`config.mk`:
```
export PLATFORM = sky130hd
export DESIGN_NAME = fetch_queue_flat
export DESIGN_NICKNAME = d
export VERILOG_FILES = /design/src/rtl/fetch_queue_if.sv /design/src/rtl/fetch_queue.sv /design/src/flat_wrapper.sv
export SDC_FILE = /design/constraint.sdc
export NUM_CORES = 1
export LEC_CHECK = 0
export CORE_MARGIN = 3
export CORE_UTILIZATION = 53
export DETAILED_ROUTE_END_ITERATION = 16
export HOLD_SLACK_MARGIN = 0.15
export PLACE_DENSITY = 0.78
export SYNTH_ARGS = -nofsm -noshare
export SYNTH_HDL_FRONTEND = slang
export SYNTH_SLANG_ARGS = --single-unit
```
`constraint.sdc`:
```
create_clock -name clk -period 7.3 [get_ports clk]
set_input_delay 1.46 -clock clk [delete_from_list [all_inputs] [get_ports clk]]
set_output_delay 1.46 -clock clk [all_outputs]
set_load 0.02 [all_outputs]
```
`src/rtl/fetch_queue_if.sv`:
```
// Bundles the imem split handshake, redirect path and decode-side valid/ready
// of the fetch queue so they can be passed as a single port.
interface fetch_queue_if;
    logic        imem_req;
    logic [31:0] imem_addr;
    logic        imem_addr_ok;
    logic        imem_data_ok;
    logic [31:0] imem_rdata;
    logic        redirect_valid;
    logic [31:0] redirect_pc;
    logic        out_valid;
    logic        out_ready;
    logic [31:0] out_instr;
    logic [31:0] out_pc;
    logic [31:0] out_pcplus4;
    logic        out_exception_instr;

    modport master (
        output imem_req, imem_addr,
        input  imem_addr_ok, imem_data_ok, imem_rdata,
        input  redirect_valid, redirect_pc,
        output out_valid, out_instr, out_pc, out_pcplus4, out_exception_instr,
        input  out_ready
    );

    modport slave (
        input  imem_req, imem_addr,
        output imem_addr_ok, imem_data_ok, imem_rdata,
        output redirect_valid, redirect_pc,
        input  out_valid, out_instr, out_pc, out_pcplus4, out_exception_instr,
        output out_ready
    );
endinterface

```
`src/rtl/fetch_queue.sv`:
```
// Fetch stage: owns the fetch PC, keeps up to MAX_OUTSTANDING imem requests in
// flight and buffers returned words in a DEPTH-entry FIFO towards decode.
module fetch_queue #(
    parameter int          DEPTH           = 8,
    parameter int          MAX_OUTSTANDING = 2,
    parameter logic [31:0] RESET_PC        = 32'hbfc0_0000
) (
    input logic           clk,
    input logic           reset,
    fetch_queue_if.master bus
);
    localparam int AW = (DEPTH > 1) ? $clog2(DEPTH) : 1;
    localparam int CW = $clog2(DEPTH + 1);
    localparam int OW = $clog2(MAX_OUTSTANDING + 1);
    localparam int PW = (MAX_OUTSTANDING > 1) ? $clog2(MAX_OUTSTANDING) : 1;

    logic [31:0]    r_pc;
    logic           r_halted;
    logic [CW-1:0]  r_count;
    logic [AW-1:0]  r_rdPtr;
    logic [AW-1:0]  r_wrPtr;
    logic [OW-1:0]  r_outstanding;
    logic [OW-1:0]  r_discard;
    logic [PW-1:0]  r_pendRd;
    logic [PW-1:0]  r_pendWr;
    logic [31:0]    r_instrMem [DEPTH];
    logic [31:0]    r_pcMem    [DEPTH];
    logic [DEPTH-1:0] r_excMem;
    logic [31:0]    r_pendPc   [MAX_OUTSTANDING];

    logic [OW-1:0]  w_live;
    logic [31:0]    w_slotsUsed;
    logic           w_fetchOk;
    logic           w_req;
    logic           w_accept;
    logic           w_respDrop;
    logic           w_respLive;
    logic           w_misalign;
    logic           w_outValid;
    logic           w_pop;
    logic           w_push;
    logic [31:0]    w_pushInstr;
    logic [31:0]    w_pushPc;
    logic [PW-1:0]  w_pendWrNext;
    logic [PW-1:0]  w_pendRdNext;

    // Live responses already own a FIFO slot, so count + live never exceeds DEPTH.
    assign w_live      = r_outstanding - r_discard;
    assign w_slotsUsed = 32'(r_count) + 32'(w_live);
    assign w_fetchOk   = !reset && !bus.redirect_valid && !r_halted;
    assign w_req       = w_fetchOk && (r_pc[1:0] == 2'b00)
                         && (32'(r_outstanding) < 32'(MAX_OUTSTANDING))
                         && (w_slotsUsed < 32'(DEPTH));
    assign w_accept    = w_req && bus.imem_addr_ok;
    assign w_respDrop  = bus.imem_data_ok && (r_discard != '0);
    assign w_respLive  = bus.imem_data_ok && (r_discard == '0);
    assign w_misalign  = w_fetchOk && (r_pc[1:0] != 2'b00) && (w_live == '0)
                         && (32'(r_count) < 32'(DEPTH));
    assign w_outValid  = !reset && (r_count != '0);
    assign w_pop       = w_outValid && bus.out_ready;
    assign w_push      = w_respLive || w_misalign;
    assign w_pushInstr = w_misalign ? 32'h0 : bus.imem_rdata;
    assign w_pushPc    = w_misalign ? r_pc : r_pendPc[r_pendRd];

    assign w_pendWrNext = (32'(r_pendWr) == 32'(MAX_OUTSTANDING - 1)) ? '0 : r_pendWr + PW'(1);
    assign w_pendRdNext = (32'(r_pendRd) == 32'(MAX_OUTSTANDING - 1)) ? '0 : r_pendRd + PW'(1);

    // A redirect keeps every in-flight request in the books but marks them stale.
    always_ff @(posedge clk) begin
        if (reset) begin
            r_pc          <= RESET_PC;
            r_halted      <= 1'b0;
            r_count       <= '0;
            r_rdPtr       <= '0;
            r_wrPtr       <= '0;
            r_outstanding <= '0;
            r_discard     <= '0;
            r_pendRd      <= '0;
            r_pendWr      <= '0;
        end else if (bus.redirect_valid) begin
            r_pc          <= bus.redirect_pc;
            r_halted      <= 1'b0;
            r_count       <= '0;
            r_rdPtr       <= '0;
            r_wrPtr       <= '0;
            r_outstanding <= r_outstanding - OW'(bus.imem_data_ok);
            r_discard     <= r_outstanding - OW'(bus.imem_data_ok);
            r_pendRd      <= '0;
            r_pendWr      <= '0;
        end else begin
            if (w_accept) begin
                r_pc     <= r_pc + 32'd4;
                r_pendWr <= w_pendWrNext;
            end
            if (w_misalign) begin
                r_halted <= 1'b1;
            end
            if (w_respDrop) begin
                r_discard <= r_discard - OW'(1);
            end
            if (w_respLive) begin
                r_pendRd <= w_pendRdNext;
            end
            if (w_push) begin
                r_wrPtr <= r_wrPtr + AW'(1);
            end
            if (w_pop) begin
                r_rdPtr <= r_rdPtr + AW'(1);
            end
            r_outstanding <= r_outstanding + OW'(w_accept) - OW'(bus.imem_data_ok);
            r_count       <= r_count + CW'(w_push) - CW'(w_pop);
        end
    end

    always_ff @(posedge clk) begin
        if (w_push) begin
            r_instrMem[r_wrPtr] <= w_pushInstr;
            r_pcMem[r_wrPtr]    <= w_pushPc;
            r_excMem[r_wrPtr]   <= w_misalign;
        end
        if (w_accept) begin
            r_pendPc[r_pendWr] <= r_pc;
        end
    end

    assign bus.imem_req            = w_req;
    assign bus.imem_addr           = r_pc;
    assign bus.out_valid           = w_outValid;
    assign bus.out_instr           = w_outValid ? r_instrMem[r_rdPtr] : 32'h0;
    assign bus.out_pc              = w_outValid ? r_pcMem[r_rdPtr] : 32'h0;
    assign bus.out_pcplus4         = w_outValid ? r_pcMem[r_rdPtr] + 32'd4 : 32'h0;
    assign bus.out_exception_instr = w_outValid && r_excMem[r_rdPtr];
endmodule

```
`src/flat_wrapper.sv`:
```
// flat-port wrapper written by rule: the top's interface ports become plain ports
module fetch_queue_flat 
#(
    parameter int          DEPTH           = 8,
    parameter int          MAX_OUTSTANDING = 2,
    parameter logic [31:0] RESET_PC        = 32'hbfc0_0000
)
  (clk, reset, bus_imem_req, bus_imem_addr, bus_imem_addr_ok, bus_imem_data_ok, bus_imem_rdata, bus_redirect_valid, bus_redirect_pc, bus_out_valid, bus_out_instr, bus_out_pc, bus_out_pcplus4, bus_out_exception_instr, bus_out_ready);
  fetch_queue_if bus_i ();
  input logic clk;
  input logic reset;
  output wire logic [$bits(bus_i.imem_req)-1:0] bus_imem_req;
  output wire logic [$bits(bus_i.imem_addr)-1:0] bus_imem_addr;
  input wire logic [$bits(bus_i.imem_addr_ok)-1:0] bus_imem_addr_ok;
  input wire logic [$bits(bus_i.imem_data_ok)-1:0] bus_imem_data_ok;
  input wire logic [$bits(bus_i.imem_rdata)-1:0] bus_imem_rdata;
  input wire logic [$bits(bus_i.redirect_valid)-1:0] bus_redirect_valid;
  input wire logic [$bits(bus_i.redirect_pc)-1:0] bus_redirect_pc;
  output wire logic [$bits(bus_i.out_valid)-1:0] bus_out_valid;
  output wire logic [$bits(bus_i.out_instr)-1:0] bus_out_instr;
  output wire logic [$bits(bus_i.out_pc)-1:0] bus_out_pc;
  output wire logic [$bits(bus_i.out_pcplus4)-1:0] bus_out_pcplus4;
  output wire logic [$bits(bus_i.out_exception_instr)-1:0] bus_out_exception_instr;
  input wire logic [$bits(bus_i.out_ready)-1:0] bus_out_ready;
  assign bus_imem_req = bus_i.imem_req;
  assign bus_imem_addr = bus_i.imem_addr;
  assign bus_i.imem_addr_ok = bus_imem_addr_ok;
  assign bus_i.imem_data_ok = bus_imem_data_ok;
  assign bus_i.imem_rdata = bus_imem_rdata;
  assign bus_i.redirect_valid = bus_redirect_valid;
  assign bus_i.redirect_pc = bus_redirect_pc;
  assign bus_out_valid = bus_i.out_valid;
  assign bus_out_instr = bus_i.out_instr;
  assign bus_out_pc = bus_i.out_pc;
  assign bus_out_pcplus4 = bus_i.out_pcplus4;
  assign bus_out_exception_instr = bus_i.out_exception_instr;
  assign bus_i.out_ready = bus_out_ready;
  fetch_queue #(.DEPTH(DEPTH), .MAX_OUTSTANDING(MAX_OUTSTANDING), .RESET_PC(RESET_PC)) u_core (.clk(clk), .reset(reset), .bus(bus_i));
endmodule
```
[Word-level counts from Yosys, hierarchy flattened]
Memory sizes are Yosys's and may differ from the RTL's. A register that Yosys moved wholly into a read port is not among the register bits.
Index checks and enable logic that the tools add are counted.
Storage, ports and cells
  RAM bits: 576
  memories kept: 3
  logic and storage cells: 88
  register bits after elaboration: 57
Cells by class
  muxes and demuxes: 27
  order comparisons: 6
  reduce and logical (&&, ||, !) cells: 28
  add/sub/neg operators: 14
Memories
  u_core.r_instrMem: depth 8, bits a word 32, rd ports 1, clocked after memory_dff 1, wr ports 1, line fetch_queue.sv:26  | logic [31:0] r_instrMem [DEPTH];
  u_core.r_pcMem: depth 8, bits a word 32, rd ports 1, clocked after memory_dff 1, wr ports 1, line fetch_queue.sv:27  | logic [31:0] r_pcMem [DEPTH];
  u_core.r_pendPc: depth 2, bits a word 32, rd ports 1, clocked after memory_dff 1, wr ports 1, line fetch_queue.sv:29  | logic [31:0] r_pendPc [MAX_OUTSTANDING];
Operators by type and width (count)
  32-bit 2-to-1 mux: 7
  32-bit by 3-bit adder with 32-bit output (second input constant): 2
  32-bit by 4-bit < comparator with 1-bit output (second input constant): 1
  1-bit logical AND: 15
  3-bit 2-to-1 mux: 4
  1-bit 2-to-1 mux: 10
  8-bit bitwise mux: 1
  3-bit by 4-bit < comparator with 1-bit output (second input constant): 2
  2-bit nonzero test: 4
  3-bit by 1-bit adder with 3-bit output (second input constant): 2
  2-bit zero test: 3
  2-bit 2-to-1 mux: 3
  4-bit by 2-bit adder with 5-bit output: 1
  4-bit by 1-bit adder with 4-bit output: 1
  4-bit < comparator (second input constant): 1
  4-bit nonzero test: 1
  2-bit by 1-bit subtractor with 2-bit output: 2
  4-bit by 1-bit subtractor with 4-bit output: 1
  1-bit binary-select mux with 3-bit select: 1
  1-bit demux with 3-bit select: 1
  3-bit by 1-bit >= comparator with 1-bit output (second input constant): 1
  1-bit zero test: 3
  1-bit adder (second input constant): 2
  2-bit by 1-bit adder with 2-bit output: 1
  other kinds (5): 5

[Longest topological paths before layout]
Gate-level depths: netlist of the first run.
  word-level depth: 10
  depth in mapped cells: 15
  depth with buffers taken out: 14

[Worst setup path after synthesis of the first run]
No wires, ideal clock.
  kind: input to register
  start: input reset
  end: register u_core.r_excMem[0], enable pin
  arrival: 6947 ps
  setup time: 568 ps
  required time: 6732 ps
  stages on the path: 5
  path slack: -215 ps
  cell sequence: clkbuf_1 > or3_1 > o21ai_1 > nand2b_1 > nor3_1
Between the ends
  word-level cells in the longest chain between the ends: 7
Ends and longest elaborated chain
  start, declared: line flat_wrapper.sv:11  | input logic reset;
  1-bit zero test: line fetch_queue.sv:50  | assign w_fetchOk = !reset && !bus.redirect_valid && !r_halted;
  1-bit logical AND (2 in a row): line fetch_queue.sv:50
  1-bit logical AND (2 in a row): line fetch_queue.sv:57  | assign w_misalign = w_fetchOk && (r_pc[1:0] != 2'b00) && (w_live == '0)
  1-bit logical AND: line fetch_queue.sv:58  | && (32'(r_count) < 32'(DEPTH));
  1-bit logical OR: line fetch_queue.sv:61  | assign w_push = w_respLive || w_misalign;
  end signal, assigned by index: line fetch_queue.sv:119  | r_excMem[r_wrPtr] <= w_misalign;
  end, declared: line fetch_queue.sv:28  | logic [DEPTH-1:0] r_excMem;
Every way passes these cells.
A chain may end at the register's enable or synchronous reset.

==> results of run 1 <==
layer usage:
layer	wire [um]	global-route usage	share of wire
met1	23680	0.3085	0.39
met2	30320	0.3798	0.50
met3	5016	0.04739	0.082
met4	1805	0.08784	0.030
met5	12	0	0.00020
final cells by class:
type	instances	area (um^2)
clock buffers	90	1898
clock inverters	30	254.0
fillers	3382	17830
inverters	29	108.9
multi-input cells	827	7287
flip-flops and latches	637	18610
well taps	664	830.8
repair buffers	228	2237
cells by family (layout without fill, tap and decap cells):
group,after synthesis,count (layout)
xor+xnor,22,22
mux,208,208
flops,637,637
fa+ha+maj,16,16
compound gates,183,183
simple gates,398,398
buf+inv,117,377
flip-flops by register name, summed over array words and instances, names as in the netlist, named ones only:
register and flops:
u_core.r_wrPtr 3, u_core.r_rdPtr 3, u_core.bus.imem_addr 32, u_core.r_count 4, u_core.r_outstanding 2, u_core.r_pendRd 1
u_core.r_excMem 8, u_core.r_halted 1, u_core.r_pendPc 64, u_core.r_discard 2, u_core.r_pendWr 1, u_core.r_instrMem 256
u_core.r_pcMem 256
critical path, delay by kind of cell (launching register included):
| kind | cells | cell delay (ns) |
|---|---|---|
| simple gates | 3 | 1.61 |
| flops | 1 | 0.85 |
| buf+inv | 1 | 0.68 |
| mux | 2 | 0.56 |
| compound gates | 1 | 0.47 |
worst paths after layout:
kind,cells past startpoint,end,slack [ns]
min,2,u_core.r_pendWr,0.47
max reg2reg,6,u_core.r_instrMem[4][22],3.13
max,7,bus_out_pcplus4[21],1.03
min reg2reg,2,u_core.r_pendWr,0.47
stage by stage:
stage / util / setup WS (ns) / power (W)
after floorplan: - / 1.526 / 0.004662
after global placement: 0.5927 / 1.504 / 0.004964
after detailed placement: 0.5927 / 1.492 / 0.004992
after CTS: 0.6366 / 0.8579 / 0.008286
after global routing: 0.6366 / 0.7464 / 0.008485
final: 0.6366 / 1.031 / 0.008238
Yosys cell counts, types with 5 or more instances:
cell type  number  area share
nor3b_1         5      0.0014
xnor2_1        11      0.0037
a31oi_1         6      0.0014
and3_1          5      0.0012
nor2b_1        36      0.0085
nand3_1        11      0.0021
edfxtp_1      584        0.67
o21ai_0        58       0.011
buf_6           5      0.0021
clkbuf_1       55      0.0078
mux2_1          9      0.0038
nand2b_1        7      0.0017
or3_1          11      0.0026
nor2_1         93       0.013
dfxtp_1        53       0.040
buf_2          14      0.0027
o21ai_1         6      0.0011
inv_1          28      0.0040
nor4_1         19      0.0045
xor2_1         10      0.0033
mux2i_1        65       0.025
a21oi_1        78       0.015
nand2_1       136       0.019
mux4_2        119        0.10
and2_1         15      0.0036
o31a_1          5      0.0017
mux2i_2         7      0.0037
ha_1           15      0.0071
nor3_1         25      0.0047
buf_4           8      0.0023
mux4_1          7      0.0070
where the power goes:
group / switching [W] / internal, W / total [W]
Combinational: 0.000452 / 0.000305 / 0.000757
Clock: 0.00134 / 0.00197 / 0.00331
Sequential: 0.0000648 / 0.00410 / 0.00417
==> summary.md, run 1 <==
| Metric | Value |
|---|---|
| Outcome | finished clean |
| CTS root buffer | clkbuf_16 |
| Synthesized area | 0.02636 mm^2 |
| Share of cells above drive strength 1 | 0.1554 |
| Flops & latches, synth | 637 |
| Clk_lat worst skew | 0.59 ns |
| Crit-path cells | mux4_2 > mux2i_1 > nor4_1 > nand3b_2 > o31a_1 > nor3_1 > clkdlybuf4s50_1 |
| CP required | 5.84 ns |
| RSZ-0062 raised after global routing | no |
| Most frequent cells in the layout | edfxtp_1, clkdlybuf4s50_1, nand2_1 |
| Synthesized-area fraction occupied by adder cells | 0.007878 |
| Post-synthesis xor/xnor area fraction | 0.007878 |
| Initial antenna violation count | 1 |
| Core Box Area | roughly 0.05 mm^2 |
| Slew @ Worst Pin | 1.241 ns |
| CP startpoint kind | flop |
| Mean Syn Cell Area | about 17 um^2 |
| Largest family of logic cells by synthesized area | multiplexers |
| Leading cell type in the layout, fill and taps excluded | edfxtp_1 |
| Register area share after synthesis | 0.7054 |
| Drt drc | 0 |
| Full die area | between 0.05 and 0.06 mm^2 |
| Synth Flop Type | edfxtp_1 |
| Synth warn | 0 |
| Worst r2r src | u_core.r_discard[1] |
| Hpwl dp | 34260 um |
| VDD IR max | 0.0001951 V |
| Unique masters post-synth | 71 |
| Placed cells | ~2400 |
| Setup Skew | around 0.027 ns |
| Setup repair bufs after CTS | 0 |
| Synth Area in Simple Gates | 0.07617 |
| H-tree levels | 3 |
| Crit Path Class | flop to output pin |
| Drt total wl | between 60000 and 70000 um |
| Post-layout instance count excluding filler cells | 2505 |
| Critical Path Max Stage Delay | 0.85 ns |
| Sink Count | 637 |
| Nets | 1876 |
| Endpoint class of the critical path | output pin |
| Syn nets | 1667 |
| Via count | 15210 |
| Clk buf depth | 3 |
| Post-CTS Hold Buffers | 0 |
| Fin. Hold Viols | 0 |
| Hold wc startpoint | u_core.r_pendWr |
| Multiplexer area fraction after synthesis | 0.1412 |
| Max-cap violations | 0 |
| Asr flop ratio synth | 0 |
| Complex-gate fraction of the synthesized area | 0.03963 |
| Post-route cell area | 0.03123 mm^2 |
| Final setup viols | 0 |
| Number of flops mapped to enable cells by yosys | 584 |
| Layout area overhead | 18.44% |
| Placer Congestion | 0.8193 |
| Post-route ant nets | 0 |
| 1st-iter DRT viols | 1458 |
| Largest net degree at the start of global routing | 102 |
| Grt total ovfl | 0 |
| Worst slew margin relative to its limit | 0.1638 |
| Global-route wire length before repair | 92820 um |
| Cell Area, Placed | 0.02907 mm^2 |
| Die height | ~230 um |
| Post_cts resized | 0 |
| Slew Viols, Final | 0 |
| Power Density | 263.8 mW/mm^2 |
| P_leak | 9.809 nW |
| Post-layout min period | about 6.3 ns |
| Core Rows | between 80 and 90 |
| Worst Path Arrival | 4.81 ns |
| Die X | about 230 um |
| CTS Buf Count | 67 |
| Synthesized instance count | 1581 |
| I/O Buffers | 200 |
| TritonCTS clock tree | built |
| Avg Vias per Cell | 6.072 |
| Worst-path maximum fanout | 51 |
| Antenna cells | 0 |
| Starting Density | 0.5375 |
| Worst Hold Class | flop to flop |
| Total GRT Usage | 0.2312 |
| Io pins | 201 |
| Vias in the first global route | 15750 |
| Worst-path clk slew | roughly 0.06 ns |
| Drt first pass iters | 7 |
| Wire length per cell | 24.29 um |
| Fmax | between 0.15 and 0.2 GHz |
| Crit share post-route | 0.8588 |
| Worst path slowest cell | dfxtp_4 |
| Setup Total Neg Slack | 0 ns |
| Hold WS | roughly 0.47 ns |
No activity file was read; power rests on OpenSTA's default activity.
==> inputs of run 2 (changes only) <==
--- a/config.mk
+++ b/config.mk
@@ -7,9 +7,10 @@
 export LEC_CHECK = 0
 export CORE_MARGIN = 3
 export CORE_UTILIZATION = 53
+export CTS_CLUSTER_DIAMETER = 80
 export DETAILED_ROUTE_END_ITERATION = 16
 export HOLD_SLACK_MARGIN = 0.15
-export PLACE_DENSITY = 0.78
+export PLACE_DENSITY = 0.76
 export SYNTH_ARGS = -nofsm -noshare
 export SYNTH_HDL_FRONTEND = slang
 export SYNTH_SLANG_ARGS = --single-unit
==> summary.md, run 2 (synthesis gave the netlist of run 1 again) <==
| Metric | Value |
|---|---|
| Outcome | finished clean (unchanged) |
| Setup Skew | 0.02448 ns (was 0.02653 ns) |
| Grt total ovfl | 0 (unchanged) |
| Max-cap violations | 0 (unchanged) |
| Layout area overhead | 18.18% (was 18.44%) |
| Post-layout instance count excluding filler cells | 2504 (was 2505) |
| VDD IR max | 0.0001645 V (was 0.0001951 V) |
| Placed cells | 2387 (was 2385) |
| Global-route wire length before repair | 90360 um (was 92820 um) |
| Worst slew margin relative to its limit | 0.2184 (was 0.1638) |
| Worst-path maximum fanout | 57 (was 51) |
| CTS Buf Count | 66 (was 67) |
| Sink Count | 637 (unchanged) |
| Starting Density | 0.5375 (unchanged) |
| Drt drc | 0 (unchanged) |
| Crit Path Class | flop to output pin (unchanged) |
| Post_cts resized | 0 (unchanged) |
| Core Rows | 81 (unchanged) |
| Die height | 229.0 um (unchanged) |
| Share of cells above drive strength 1 | 0.1527 (was 0.1554) |
| WHS Endpoint | u_core.r_halted (was u_core.r_pendWr) |
| R2r setup slk | 3.47 ns (was 3.13 ns) |
| Drt total wl | 58530 um (was 60840 um) |
| RSZ-0062 raised after global routing | no (unchanged) |
| Antenna cells | 0 (unchanged) |
| Endpoint class of the critical path | output pin (unchanged) |
| Via count | 14980 (was 15210) |
| Avg Vias per Cell | 5.982 (was 6.072) |
| CP startpoint kind | flop (unchanged) |
| Core Box Area | 0.04905 mm^2 (unchanged) |
| Reg2reg end | u_core.r_instrMem[1][25] (was u_core.r_instrMem[4][22]) |
| Worst Path Arrival | 4.80 ns (was 4.81 ns) |
| Slew Viols, Final | 0 (unchanged) |
| Clk buf depth | 3 (unchanged) |
| Io pins | 201 (unchanged) |
| Post-route ant nets | 0 (unchanged) |
| Nets | 1877 (was 1876) |
| I/O Buffers | 200 (unchanged) |
| Worst reg2reg path depth | 6 (unchanged) |
| Worst r2r src | u_core.r_discard[1] (unchanged) |
| Fmax | 0.1598 GHz (was 0.1595 GHz) |
| Hpwl dp | 33960 um (was 34260 um) |
| Most frequent cells in the layout | edfxtp_1, clkdlybuf4s50_1, nand2_1 (unchanged) |
| Post-CTS Hold Buffers | 0 (unchanged) |
| Worst Hold Class | flop to flop (unchanged) |
| Largest net degree at the start of global routing | 66 (was 102) |
| Post-layout min period | 6.259 ns (was 6.269 ns) |
| Slew @ Worst Pin | 1.160 ns (was 1.241 ns) |
| Worst-path clk slew | 0.06 ns (about the same) |
| Drt first pass iters | 5 (was 7) |
| Setup Total Neg Slack | 0 ns (unchanged) |
| Initial antenna violation count | 0 (was 1) |
| Wire length per cell | 23.37 um (was 24.29 um) |
| 1st-iter DRT viols | 1300 (was 1458) |
| Worst Hold Depth | 2 (unchanged) |
| Vias in the first global route | 15340 (was 15750) |
| TritonCTS clock tree | built (unchanged) |
| Hold wc startpoint | u_core.r_halted (was u_core.r_pendWr) |
| Final setup viols | 0 (unchanged) |
| CP required | 5.84 ns (about the same) |
| CTS root buffer | clkbuf_16 (unchanged) |
| Leading cell type in the layout, fill and taps excluded | edfxtp_1 (unchanged) |
| P_leak | 9.776 nW (was 9.809 nW) |
| Die X | 229.0 um (unchanged) |
| Crit share post-route | 0.8574 (was 0.8588) |
| Placer Congestion | 0.7892 (was 0.8193) |
| Total GRT Usage | 0.2241 (was 0.2312) |
| H-tree levels | 3 (unchanged) |
| Clk_lat worst skew | 0.59 ns (about the same) |
| Top Registers | u_core.r_instrMem: 256 flops, u_core.r_pcMem: 256 flops, u_core.r_pendPc: 64 flops (unchanged) |
| Fin. Hold Viols | 0 (unchanged) |
| Full die area | 0.05245 mm^2 (unchanged) |
| Power Density | 260.4 mW/mm^2 (was 263.8 mW/mm^2) |
| Setup repair bufs after CTS | 0 (unchanged) |
## run 2: worst max path at each step
stage           from             endpoint  slack [ns]  cells past startpoint
2_1_floorplan  reset   u_core.r_excMem[3]        1.53                      5
3_3_place_gp   reset  bus_out_pcplus4[22]        1.45                      7
3_5_place_dp   reset  bus_out_pcplus4[22]        1.43                      7
4_1_cts         flop  bus_out_pcplus4[23]        1.00                      7
5_1_grt         flop  bus_out_pcplus4[23]        0.74                      7
6_report        flop  bus_out_pcplus4[20]        1.04                      9
## run 2: worst max-delay path: stages (launching register included)
cell	delay, ns
dfxtp_4	0.93
buf_4	0.51
nor2b_1	0.20
a22oi_1	0.26
o21ai_1	0.25
nand4bb_1	0.30
buf_4	0.25
nor4_2	0.56
mux2_1	0.38
clkdlybuf4s50_1	0.54
## run 2: metrics by stage
stage	total power (W)	worst slack (ns)	util	hold WS, ns	cell area (um^2)
4_1_cts	0.008172	1.002	0.6352	0.4447	31160
6_report	0.008115	1.041	0.6352	0.4444	31160
3_3_place_gp	0.004965	1.447	0.5935	0.4336	29110
2_1_floorplan	0.004662	1.526	-	0.4211	26370
5_1_grt	0.008381	0.7368	0.6352	0.4700	31160
3_5_place_dp	0.004990	1.426	0.5935	0.4356	29110
## run 2: per-layer routing
metal  global-route usage  part of all wire  vias to the layer above
met5                    0                 0                        -
li1                     -                 -                     6595
met2               0.3639              0.49                      694
met4              0.06294             0.023                        0
met3              0.04478             0.084                       93
met1               0.3138              0.41                     7596
## run 2: power breakdown
part	switching (W)	internal, W
Sequential	0.0000616	0.00410
Clock	0.00134	0.00186
Combinational	0.000442	0.000308
Total	0.00184	0.00628
## run 2: layout make-up
class / count / area (um^2)
inverters: 29 / 108.9
clock inverters: 36 / 314.1
fillers: 3504 / 17890
multi-input cells: 827 / 7287
clock buffers: 81 / 1729
well taps: 664 / 830.8
flip-flops and latches: 637 / 18610
repair buffers: 230 / 2277
==> inputs of run 3 (changes only) <==
--- a/config.mk
+++ b/config.mk
@@ -9,6 +9,7 @@
 export CORE_UTILIZATION = 53
 export CTS_CLUSTER_DIAMETER = 80
 export DETAILED_ROUTE_END_ITERATION = 16
+export GPL_TIMING_DRIVEN = 0
 export HOLD_SLACK_MARGIN = 0.15
 export PLACE_DENSITY = 0.76
 export SYNTH_ARGS = -nofsm -noshare
==> summary.md, run 3 (synthesis gave the netlist of run 1 again) <==
| Metric | Value |
|---|---|
| Post-CTS Hold Buffers | 0 (unchanged) |
| Total GRT Usage | 0.2443 (was 0.2241) |
| Starting Density | 0.5375 (unchanged) |
| 1st-iter DRT viols | 1521 (was 1300) |
| Util after Layout | 0.6542 (was 0.6352) |
| R2r setup slk | 2.79 ns (was 3.47 ns) |
| Slew @ Worst Pin | 1.275 ns (was 1.160 ns) |
| Leading cell type in the layout, fill and taps excluded | edfxtp_1 (unchanged) |
| Post_cts resized | 0 (unchanged) |
| Worst Path Arrival | 5.06 ns (was 4.80 ns) |
| Hold wc startpoint | u_core.r_halted (unchanged) |
| Sink Count | 637 (unchanged) |
| Worst slew margin relative to its limit | 0.1408 (was 0.2184) |
| CTS Buf Count | 66 (unchanged) |
| Vias in the first global route | 16230 (was 15340) |
| Worst r2r src | u_core.r_discard[0] (was u_core.r_discard[1]) |
| Core Box Area | 0.04905 mm^2 (unchanged) |
| Worst reg2reg path depth | 8 (was 6) |
| Worst-path clk slew | 0.07 ns (was 0.06 ns) |
| Worst slack, placed | 1.127 ns (was 1.426 ns) |
| H-tree levels | 3 (unchanged) |
| Via count | 15430 (was 14980) |
| CP required | 5.84 ns (about the same) |
| Worst Hold Depth | 2 (unchanged) |
| RSZ-0062 raised after global routing | no (unchanged) |
| Final Worst Setup Slack | 0.7841 ns (was 1.041 ns) |
| Critical Path Max Stage Delay | 0.55 ns (was 0.93 ns) |
| Grt total ovfl | 0 (unchanged) |
| Worst-path maximum fanout | 10 (was 57) |
| WHS Endpoint | u_core.r_halted (unchanged) |
| CTS root buffer | clkbuf_16 (unchanged) |
| Placer Congestion | 0.8501 (was 0.7892) |
| P_leak | 10.18 nW (was 9.776 nW) |
| Worst path slowest cell | clkdlybuf4s50_1 (was dfxtp_4) |
| Initial antenna violation count | 0 (unchanged) |
| Largest net degree at the start of global routing | 33 (was 66) |
| Post-layout min period | 6.516 ns (was 6.259 ns) |
| FILL cells | 3314 (was 3504) |
| Max-cap violations | 0 (unchanged) |
| Crit share post-route | 0.8926 (was 0.8574) |
| Full die area | 0.05245 mm^2 (unchanged) |
| Avg Vias per Cell | 5.965 (was 5.982) |
| Endpoint class of the critical path | output pin (unchanged) |
| Nets | 1958 (was 1877) |
| Power Density | 264.6 mW/mm^2 (was 260.4 mW/mm^2) |
| Global-route wire length before repair | 97880 um (was 90360 um) |
| CP startpoint kind | flop (unchanged) |
| VDD IR max | 0.0001548 V (was 0.0001645 V) |
| Worst Hold Class | flop to flop (unchanged) |
| Reg2reg end | u_core.r_pcMem[0][10] (was u_core.r_instrMem[1][25]) |
| TritonCTS clock tree | built (unchanged) |
| Setup Skew | 0.02058 ns (was 0.02448 ns) |
| Outcome | finished clean (unchanged) |
| Core Rows | 81 (unchanged) |
| Share of cells above drive strength 1 | 0.1607 (was 0.1527) |
| Antenna cells | 0 (unchanged) |
| Slew Viols, Final | 0 (unchanged) |
| Clk buf depth | 3 (unchanged) |
| Setup repair bufs after CTS | 0 (unchanged) |
| Die X | 229.0 um (unchanged) |
| Fmax | 0.1535 GHz (was 0.1598 GHz) |
| Final setup viols | 0 (unchanged) |
| Hold WS | 0.4492 ns (was 0.4444 ns) |
| I/O Buffers | 198 (was 200) |
| Most frequent cells in the layout | edfxtp_1, clkdlybuf4s50_1, nand2_1 (unchanged) |
| Drt first pass iters | 5 (unchanged) |
| Drt drc | 0 (unchanged) |
| Fin. Hold Viols | 0 (unchanged) |
| Layout area overhead | 21.73% (was 18.18%) |
| Hpwl dp | 41250 um (was 33960 um) |
| Cell Area, Placed | 0.02981 mm^2 (was 0.02911 mm^2) |
| Wire length per cell | 24.42 um (was 23.37 um) |
| Die height | 229.0 um (unchanged) |
| Drt total wl | 63160 um (was 58530 um) |
| Post-route ant nets | 0 (unchanged) |
| Clk_lat worst skew | 0.58 ns (was 0.59 ns) |
| Io pins | 201 (unchanged) |
| Crit-path cells | buf_4 > buf_2 > buf_2 > mux4_2 > mux2i_1 > inv_1 > ha_1 > inv_1 > or3_1 > or2_4 > buf_6 > nor4_2 > mux2_1 > clkdlybuf4s50_1 (was buf_4 > nor2b_1 > a22oi_1 > o21ai_1 > nand4bb_1 > buf_4 > nor4_2 > mux2_1 > clkdlybuf4s50_1) |
| Post-route cell area | 0.03209 mm^2 (was 0.03116 mm^2) |
| Crit Path Class | flop to output pin (unchanged) |
| Top Registers | u_core.r_instrMem: 256 flops, u_core.r_pcMem: 256 flops, u_core.r_pendPc: 64 flops (unchanged) |
## run 3: cell count changes in the layout (fill, tap and decap cells not counted), sizes merged
cell,delta
clkbuf,+55
clkinv,-5
bufinv,+7
clkdlybuf4s50,-2
buf,+28
## run 3: worst max-delay path, delay by kind of cell (launching register included)
family	cells	cell delay, ns
adders and majority gates	1	0.15
buffers and inverters	7	1.81
DFF	1	0.40
muxes	3	0.88
and+or+nand+nor	3	1.21
## run 3: routing by layer
layer | vias to the layer above | GRT usage | wire (um)
met1 | 7796 | 0.3144 | 24080
met5 | - | 0 | 0
met2 | 737 | 0.4166 | 32020
met4 | 0 | 0.08569 | 1924
li1 | 6778 | - | -
met3 | 121 | 0.05100 | 5131
## run 3: worst max-delay path by stage
stage	cells after the start	slack, ns	end	startpoint
floorplan	5	1.53	u_core.r_excMem[3]	reset
global route	14	0.62	bus_out_pcplus4[20]	flop
detailed placement	8	1.13	bus_out_pcplus4[25]	reset
global placement	5	-1.44	u_core.r_instrMem[6][21]	reset
CTS	14	0.73	bus_out_pcplus4[20]	flop
finish	14	0.78	bus_out_pcplus4[20]	flop
## run 3: where the power goes
part	internal, W	switching (W)	total [W]	leakage [nW]
clock network	0.00216	0.00137	0.00353	1.11
registers	0.00410	0.0000526	0.00416	5.73
logic	0.000328	0.000472	0.000800	3.34
total	0.00659	0.00190	0.00849	10.2
## run 3: layout make-up
type | count | area [um^2] | share of cell area
multi-input cells | 827 | 7267 | 0.2264
well taps | 664 | 830.8 | 0.02589
clock inverters | 38 | 505.5 | 0.01575
inverters | 29 | 108.9 | 0.003392
repair buffers | 223 | 2545 | 0.07930
plain buffers | 88 | 465.4 | 0.01450
flip-flops and latches | 637 | 18600 | 0.5795
clock buffers | 81 | 1772 | 0.05521
## run 3: per-stage QoR
stage / total power (W) / setup TNS (ns) / cells
global route: 0.008749 / 0 / 2587
finish: 0.008490 / 0 / 2587
detailed placement: 0.005030 / 0 / 2468
global placement: 0.004984 / -645.37 / 2443
floorplan: 0.004662 / 0 / 1581
CTS: 0.008541 / 0 / 2587
